$ cat config.mk
export PLATFORM = sky130hd
export DESIGN_NAME = censor_word_hasher_flat
export DESIGN_NICKNAME = d
export VERILOG_FILES = /design/src/rtl/censor_word_hasher_if.sv /design/src/rtl/censor_word_hasher.sv /design/src/flat_wrapper.sv
export SDC_FILE = /design/constraint.sdc
export NUM_CORES = 1
export LEC_CHECK = 0
export ABC_CLOCK_PERIOD_IN_PS = 3240
export BUFFER_PORTS_ARGS = -buffer_cell sky130_fd_sc_hd__buf_4
export CORE_MARGIN = 3
export CORE_UTILIZATION = 50
export DETAILED_ROUTE_END_ITERATION = 10
export PLACE_DENSITY_LB_ADDON = 0.3
export SYNTH_ARGS = -nofsm -noshare
export SYNTH_HDL_FRONTEND = slang
export SYNTH_SLANG_ARGS = --single-unit
$ cat constraint.sdc
create_clock -name clock -period 3.24 [get_ports clock]
set_input_delay 0.486 -clock clock [delete_from_list [all_inputs] [get_ports clock]]
set_output_delay 0.486 -clock clock [all_outputs]
set_load 0.03 [all_outputs]
$ cat src/rtl/censor_word_hasher_if.sv
// censor_word_hasher_if: byte stream, bloom filter and result signals of the word hasher
interface censor_word_hasher_if #(parameter int LEN_W = 6);
    logic             mode_learn;
    logic [7:0]       s_data;
    logic             s_valid;
    logic             s_ready;
    logic             s_last;
    logic             bf_enable;
    logic             bf_write;
    logic             bf_check;
    logic [7:0]       bf_hash1;
    logic [7:0]       bf_hash2;
    logic             bf_word_detected;
    logic             res_valid;
    logic             res_ready;
    logic             res_hit;
    logic [LEN_W-1:0] res_len;
    modport slave (
        input  mode_learn, s_data, s_valid, s_last, bf_word_detected, res_ready,
        output s_ready, bf_enable, bf_write, bf_check, bf_hash1, bf_hash2, res_valid, res_hit, res_len
    );
    modport master (
        output mode_learn, s_data, s_valid, s_last, bf_word_detected, res_ready,
        input  s_ready, bf_enable, bf_write, bf_check, bf_hash1, bf_hash2, res_valid, res_hit, res_len
    );
endinterface

$ cat src/rtl/censor_word_hasher.sv
// censor_word_hasher: splits a byte stream into words, hashes each word and drives bloom filter write/check
module censor_word_hasher #(
    parameter logic [7:0] DELIM   = 8'h20,
    parameter logic [7:0] H1_INIT = 8'h00,
    parameter logic [7:0] H2_INIT = 8'h5A,
    parameter int         LEN_W   = 6
) (
    input logic clock,
    input logic reset,
    censor_word_hasher_if.slave bus
);
    typedef enum logic [1:0] {ACCUM, ISSUE, SAMPLE, REPORT} state_t;
    state_t           state;
    logic [7:0]       h1, h2, h1_next, h2_next;
    logic [LEN_W-1:0] len, len_next;
    logic             accept, is_delim, word_end;
    always_comb begin
        accept   = bus.s_valid && bus.s_ready && state == ACCUM;
        is_delim = bus.s_data == DELIM;
        word_end = accept && (is_delim || bus.s_last);
        h1_next  = is_delim ? h1 : {h1[6:0], h1[7]} ^ bus.s_data;
        h2_next  = is_delim ? h2 : {h2[2:0], 5'd0} - h2 + bus.s_data;
        len_next = (is_delim || &len) ? len : len + LEN_W'(1);
    end
    always_ff @(posedge clock) begin
        if (reset) begin
            state         <= ACCUM;
            h1            <= H1_INIT;
            h2            <= H2_INIT;
            len           <= '0;
            bus.s_ready   <= 1'b0;
            bus.bf_enable <= 1'b0;
            bus.bf_write  <= 1'b0;
            bus.bf_check  <= 1'b0;
            bus.bf_hash1  <= '0;
            bus.bf_hash2  <= '0;
            bus.res_valid <= 1'b0;
            bus.res_hit   <= 1'b0;
            bus.res_len   <= '0;
        end else begin
            case (state)
                ACCUM: begin
                    bus.s_ready <= 1'b1;
                    if (word_end) begin
                        h1  <= H1_INIT;
                        h2  <= H2_INIT;
                        len <= '0;
                        // empty words (repeated delimiters) never reach the filter
                        if (len_next != '0) begin
                            bus.bf_hash1  <= h1_next;
                            bus.bf_hash2  <= h2_next;
                            bus.res_len   <= len_next;
                            bus.bf_enable <= 1'b1;
                            bus.bf_write  <= bus.mode_learn;
                            bus.bf_check  <= !bus.mode_learn;
                            bus.s_ready   <= 1'b0;
                            state         <= ISSUE;
                        end
                    end else if (accept) begin
                        h1  <= h1_next;
                        h2  <= h2_next;
                        len <= len_next;
                    end
                end
                ISSUE: begin
                    bus.bf_enable <= 1'b0;
                    bus.bf_write  <= 1'b0;
                    bus.bf_check  <= 1'b0;
                    bus.s_ready   <= bus.bf_write;
                    state         <= bus.bf_write ? ACCUM : SAMPLE;
                end
                SAMPLE: begin
                    bus.res_hit   <= bus.bf_word_detected;
                    bus.res_valid <= 1'b1;
                    state         <= REPORT;
                end
                REPORT: if (bus.res_ready) begin
                    bus.res_valid <= 1'b0;
                    bus.s_ready   <= 1'b1;
                    state         <= ACCUM;
                end
                default: state <= ACCUM;
            endcase
        end
    end
endmodule

$ cat src/flat_wrapper.sv
// flat-port wrapper written by rule: the top's interface ports become plain ports
module censor_word_hasher_flat 
#(
    parameter logic [7:0] DELIM   = 8'h20,
    parameter logic [7:0] H1_INIT = 8'h00,
    parameter logic [7:0] H2_INIT = 8'h5A,
    parameter int         LEN_W   = 6
)
  (clock, reset, bus_mode_learn, bus_s_data, bus_s_valid, bus_s_last, bus_bf_word_detected, bus_res_ready, bus_s_ready, bus_bf_enable, bus_bf_write, bus_bf_check, bus_bf_hash1, bus_bf_hash2, bus_res_valid, bus_res_hit, bus_res_len);
  censor_word_hasher_if #(.LEN_W(LEN_W)) bus_i ();
  input logic clock;
  input logic reset;
  input wire logic [$bits(bus_i.mode_learn)-1:0] bus_mode_learn;
  input wire logic [$bits(bus_i.s_data)-1:0] bus_s_data;
  input wire logic [$bits(bus_i.s_valid)-1:0] bus_s_valid;
  input wire logic [$bits(bus_i.s_last)-1:0] bus_s_last;
  input wire logic [$bits(bus_i.bf_word_detected)-1:0] bus_bf_word_detected;
  input wire logic [$bits(bus_i.res_ready)-1:0] bus_res_ready;
  output wire logic [$bits(bus_i.s_ready)-1:0] bus_s_ready;
  output wire logic [$bits(bus_i.bf_enable)-1:0] bus_bf_enable;
  output wire logic [$bits(bus_i.bf_write)-1:0] bus_bf_write;
  output wire logic [$bits(bus_i.bf_check)-1:0] bus_bf_check;
  output wire logic [$bits(bus_i.bf_hash1)-1:0] bus_bf_hash1;
  output wire logic [$bits(bus_i.bf_hash2)-1:0] bus_bf_hash2;
  output wire logic [$bits(bus_i.res_valid)-1:0] bus_res_valid;
  output wire logic [$bits(bus_i.res_hit)-1:0] bus_res_hit;
  output wire logic [$bits(bus_i.res_len)-1:0] bus_res_len;
  assign bus_i.mode_learn = bus_mode_learn;
  assign bus_i.s_data = bus_s_data;
  assign bus_i.s_valid = bus_s_valid;
  assign bus_i.s_last = bus_s_last;
  assign bus_i.bf_word_detected = bus_bf_word_detected;
  assign bus_i.res_ready = bus_res_ready;
  assign bus_s_ready = bus_i.s_ready;
  assign bus_bf_enable = bus_i.bf_enable;
  assign bus_bf_write = bus_i.bf_write;
  assign bus_bf_check = bus_i.bf_check;
  assign bus_bf_hash1 = bus_i.bf_hash1;
  assign bus_bf_hash2 = bus_i.bf_hash2;
  assign bus_res_valid = bus_i.res_valid;
  assign bus_res_hit = bus_i.res_hit;
  assign bus_res_len = bus_i.res_len;
  censor_word_hasher #(.DELIM(DELIM), .H1_INIT(H1_INIT), .H2_INIT(H2_INIT), .LEN_W(LEN_W)) u_core (.clock(clock), .reset(reset), .bus(bus_i));
endmodule
# --- Word level (Yosys, flattened, before mapping) ---
# Index checks and enable logic that the tools add are counted.
totals:
  reg_bits: 52
  in_bits: 15
classes:
  add_sub_neg: 3
  mux: 29
  eq_ne: 7
  reduce_logical: 19
  bitwise: 1
op_table:
  columns: ["operator", "n"]
  rows:
  - ["$mux W8", 6]
  - ["$mux W6", 3]
  - ["$mux W1", 10]
  - ["$reduce_and A3 Y1", 3]
  - ["$add A8 B8 Y8", 1]
  - ["$eq A8 B6 Y1 const B", 1]
  - ["$mux W2", 4]
  - ["$pmux W1 S2", 4]
  - ["$pmux W2 S4", 1]
  - ["$sub A8 B8 Y8", 1]
  - ["$xor A8 B8 Y8", 1]
  - ["$add A6 B1 Y6 const B", 1]
  - ["$reduce_and A2 Y1", 3]
  - ["$reduce_and A6 Y1", 1]
  - ["$reduce_bool A2 Y1", 3]
  - ["$reduce_bool A6 Y1", 1]
  - ["$eq A2 B2 Y1 const B", 2]
  - ["$ne A2 B2 Y1 const B", 2]
  - ["$logic_and A1 B1 Y1", 3]
  - ["$pmux W1 S3", 1]
  - ["$reduce_bool A3 Y1", 1]
  - ["$eq A2 B1 Y1 const B", 1]
  - ["$logic_not A2 Y1", 1]
  - ["$logic_or A1 B1 Y1", 2]
  - ["2 further kinds", 2]

# --- Depth between registers and ports, before layout ---
logic_depth:
  depth_word: 7
  mapped_depth: 11

# --- Worst setup path after synthesis ---
# OpenSTA, ideal clock, no wires.
synth_timing:
  path_kind: "in2reg"
  start: "in bus_s_data[1]"
  end: "reg u_core.bus.bf_hash2[7]"
  t_arrival_ps: 2565
  path_buffers: 0
  setup_ps: 80
  slack_ps: 595
  required_ps: 3160
  stages: 9
  path_cell_list: "ha_1 ha_1 fa_1 a211oi_1 o21ai_0 and4_1 a211oi_1 a2111oi_0 a211oi_2"
synth_via:
  elab_chain_len: 5
synth_lines:
  columns: ["item", "line_no", "text"]
  rows:
  - ["start, declared", "flat_wrapper.sv:14", "input wire logic [$bits(bus_i.s_data)-1:0] bus_s_data;"]
  - ["$eq A8 B6 Y1", "censor_word_hasher.sv:19", "is_delim = bus.s_data == DELIM;"]
  - ["$logic_or A1 B1 Y1", "censor_word_hasher.sv:23", "len_next = (is_delim || &len) ? len : len + LEN_W'(1);"]
  - ["$mux W6", "censor_word_hasher.sv:23", null]
  - ["$reduce_bool A6 Y1", "censor_word_hasher.sv:49", "if (len_next != '0) begin"]
  - ["$reduce_and A3 Y1 (no source line)", null, null]
  - ["end signal, assigned", "censor_word_hasher.sv:51", "bus.bf_hash2 <= h2_next;"]
  - ["end, declared", "censor_word_hasher_if.sv:20", "output s_ready, bf_enable, bf_write, bf_check, bf_hash1, bf_hash2, res_valid, res_hit, res_len"]
# Parallel ways exist; a longest one is shown, timed or not.
# A chain may end at the register's enable or synchronous reset.

# --- Worst setup path after layout ---
layout_timing:
  start: "reg u_core.h2[1]"
  end: "reg u_core.bus.bf_hash2[7]"
layout_via:
  elab_chain_len: 3
layout_lines:
  columns: ["item", "line_no", "text"]
  rows:
  - ["start, declared", "censor_word_hasher.sv:14", "logic [7:0] h1, h2, h1_next, h2_next;"]
  - ["start signal, assigned", "censor_word_hasher.sv:61", "h2 <= h2_next;"]
  - ["$sub A8 B8 Y8", "censor_word_hasher.sv:22", "h2_next = is_delim ? h2 : {h2[2:0], 5'd0} - h2 + bus.s_data;"]
  - ["$add A8 B8 Y8", "censor_word_hasher.sv:22", null]
  - ["$mux W8", "censor_word_hasher.sv:22", null]
# No other way between the ends.

==> flow_summary.json <==
{
  "status": "finished, final reports clean",
  "crit_type": "register to register",
  "grt.met2_usage": 0.324,
  "grt.met3_usage": 0.0329,
  "synth_xor_area_frac": 0.0427,
  "p_int_mw": 1.11,
  "cts_buffer_depth": 2,
  "crit_chain": "inv_1, ha_1, ha_1, fa_1, a211oi_1, o21ai_0, a21o_1, a211oi_1, a2111oi_0, a211oi_2",
  "path_max_fanout": 4,
  "r2r-start": "u_core.h2[1]",
  "place_congestion": 0.893,
  "switching_share": 0.273,
  "dpl_cell_area_um2": 3240,
  "area_delta_synth_final_pct": 17.4,
  "die_w_um": 81.8,
  "critPathMaxStageDelay_ps": 430,
  "nFillCells": 471,
  "synth.net_count": 346,
  "grt_max_degree": 34,
  "grt_pass1_wl_um": 10400,
  "drive_above_1_share": 0.201,
  "cts_resized": 0,
  "synth_seq_cells": 52,
  "final_area_um2": 3370,
  "initial_core_util": 0.538,
  "power.total_mw": 1.53,
  "holdWs_ps": 409,
  "place_ws_ps": 274,
  "multi_input_area_um2": 1670,
  "relSlewSlack": 0.544,
  "final_nets": 384,
  "dieArea_um2": 6690,
  "synth_flop_cell": "dfxtp_1",
  "synthSimpleGateAreaFrac": 0.171,
  "hp-class": "primary input to register",
  "power_switching_mw": 0.417,
  "core_um2": 5340,
  "ys_seq_area_frac": 0.363,
  "synth_top_family_by_area": "compound AO/OA/AOI/OAI gates",
  "htreeDepth": 2,
  "start_kind": "register",
  "synth_cells": 316,
  "synth_edf_count": 0,
  "yosys.area.top_type": "dfxtp_1",
  "drt-vias-per-instance": 5.62,
  "min_from": "bus_bf_word_detected",
  "vias": 2383,
  "synth-compound-area-share": 0.213,
  "sequentialPowerShare": 0.450,
  "setup_viol": 0,
  "antenna_found_initial": 0,
  "cts_root_buffer": "clkbuf_8",
  "min_delay_path_depth": 3,
  "worst_slack_ps": 482,
  "worst-endpoint-required_ps": 3480,
  "drt_first_pass_iters": 4,
  "cap_violations": 0,
  "dpl.cell_count": 417,
  "layout.cells.non_filler": 424,
  "first_global_vias": 2207,
  "worst-r2r-cell-count": 10,
  "fmax_mhz": 363,
  "final_common_cell": "dfxtp_1",
  "antenna-diode-count": 0,
  "synthAdderAreaFrac": 0.0732,
  "tightest_slew_ps": 679,
  "grt.busiest_layer": "met2",
  "ff_latch_area_um2": 1040,
  "final_cell_mix": "dfxtp_1 (52), buf_4 (48), nand2_1 (44)",
  "ys_warn_count": 0,
  "hold_viol_final": 0,
  "yosysUniqueCellTypes": 54,
  "clk_pin_slew_ps": 90,
  "synth_mux_area_frac": 0.0824,
  "synthArstFlopShare": 0,
  "min_period_ps": 2760,
  "p_comb_frac": 0.215,
  "end_kind": "register",
  "cts_setup_buffers": 0,
  "wl_per_cell_um": 14.9,
  "io_pins": 43,
  "drtAntennaViolNets": 0,
  "ir_worst_vdd_mv": 0.229,
  "grt-ovfl-total": 0,
  "die_h_um": 81.8,
  "maxSlewViolCount": 0,
  "powerDensity_nw_per_um2": 454,
  "p_leak_nw": 1.46,
  "p_clk_frac": 0.335,
  "syn-cell-area_um2": 2870,
  "avgSynthCellArea_um2": 9.08,
  "portBuffers": 42,
  "grt_setup_unrepaired": "no",
  "grt_usage": 0.202,
  "drc": 0,
  "cts_inserted_buffers": 5,
  "crit_path_top_delay_cell": "fa_1",
  "drt_iter0_markers": 153,
  "routed_wl_um": 6340,
  "min_to": "u_core.bus.res_hit",
  "use_met1": 0.274,
  "tritoncts": "done",
  "clock_skew_ps": 7.67,
  "insertion_delay_ps": 310,
  "cts.sinks": 52,
  "yosys-top-cells-area": "dfxtp_1 (36%), mux2i_1 (6.3%), nand2_1 (5.8%), ha_1 (5.2%), xnor2_1 (4.0%)",
  "cts_hold_buf": 0,
  "r2r_slack_ps": 480,
  "reg2reg_to": "u_core.bus.bf_hash2[7]",
  "rows": 26,
  "final_util": 0.632,
  "arrival_ps": 3000,
  "fin_setup_tns_ps": 0,
  "fin_crit_sh": 0.851,
  "netlist.area_leader.share": 0.363,
  "hpwl_um": 4760
}
cells in the mapped netlist (2+ instances only):
cell type  instances
a21o_1             5
a21oi_1           11
inv_1             16
nand3_1            4
a211oi_2           4
a31o_1             4
a22oi_1            2
fa_1               3
nor2_1            25
dfxtp_1           52
mux2_2             2
buf_6              2
a211oi_1           8
a221oi_1           2
nand2b_1           4
o211ai_1          10
mux2i_1           18
nor3b_1            2
ha_1              12
xnor2_1           13
o22ai_1            3
o21ai_0           11
nor3_1             5
clkbuf_1          13
or2_2              2
a2bb2oi_1         12
nand2_1           44
layer usage:
layer,wire [µm],share of wire
met1,2950,0.47
met2,2950,0.47
met3,353,0.056
met4,84,0.013
met5,0,0
final cells by class:
cell class	count	area share
tap	70	0.0260
multi-input combinational	230	0.496
sequential	52	0.309
clock inverter	2	0.0178
timing repair buffer	49	0.113
inverter	16	0.0178
clock buffer	5	0.0204
worst max-delay path, delay by kind of cell, from the launching register on:
family	cells	cell delay, ps
AO/OA/AOI/OAI	6	1310
adder cells (fa/ha/maj)	3	960
flip-flops	1	340
buffers and inverters	1	90
power groups by stage:
stage               registers [mW]  clock network (mW)  logic, mW
floorplan                    0.731                   0      0.204
detailed placement           0.703                   0      0.327
CTS                          0.689               0.527      0.329
global route                 0.693               0.542      0.363
finish                       0.689               0.513      0.328
global placement             0.702                   0      0.322
registers in the layout (all words and copies together), names as in the netlist, 6 cells and up, named ones only:
register             flops
u_core.bus.res_len       6
u_core.bus.bf_hash1      8
u_core.bus.bf_hash2      8
u_core.h1                8
u_core.len               6
u_core.h2                8
cell families (layout without fill, tap and decap cells):
| logic type | Yosys count | after routing |
|---|---|---|
| AO/OA/AOI/OAI | 81 | 81 |
| XOR/XNOR | 14 | 14 |
| adder cells (fa/ha/maj) | 15 | 15 |
| buffers and inverters | 34 | 72 |
| flip-flops | 52 | 52 |
| multiplexers | 22 | 22 |
| AND/OR/NAND/NOR | 98 | 98 |
worst max path at each step:
stage,start,end,slack (ps),cells past startpoint
floorplan,bus_s_data[1],u_core.bus.bf_hash2[7],600,9
global placement,bus_s_data[1],u_core.bus.bf_hash2[7],320,10
detailed placement,bus_s_data[1],u_core.bus.bf_hash2[7],270,10
CTS,u_core.h2[1],u_core.bus.bf_hash2[7],460,10
global route,u_core.h2[1],u_core.bus.bf_hash2[7],210,10
finish,u_core.h2[1],u_core.bus.bf_hash2[7],480,10
Note: power is estimated with default switching activity, not from simulation.
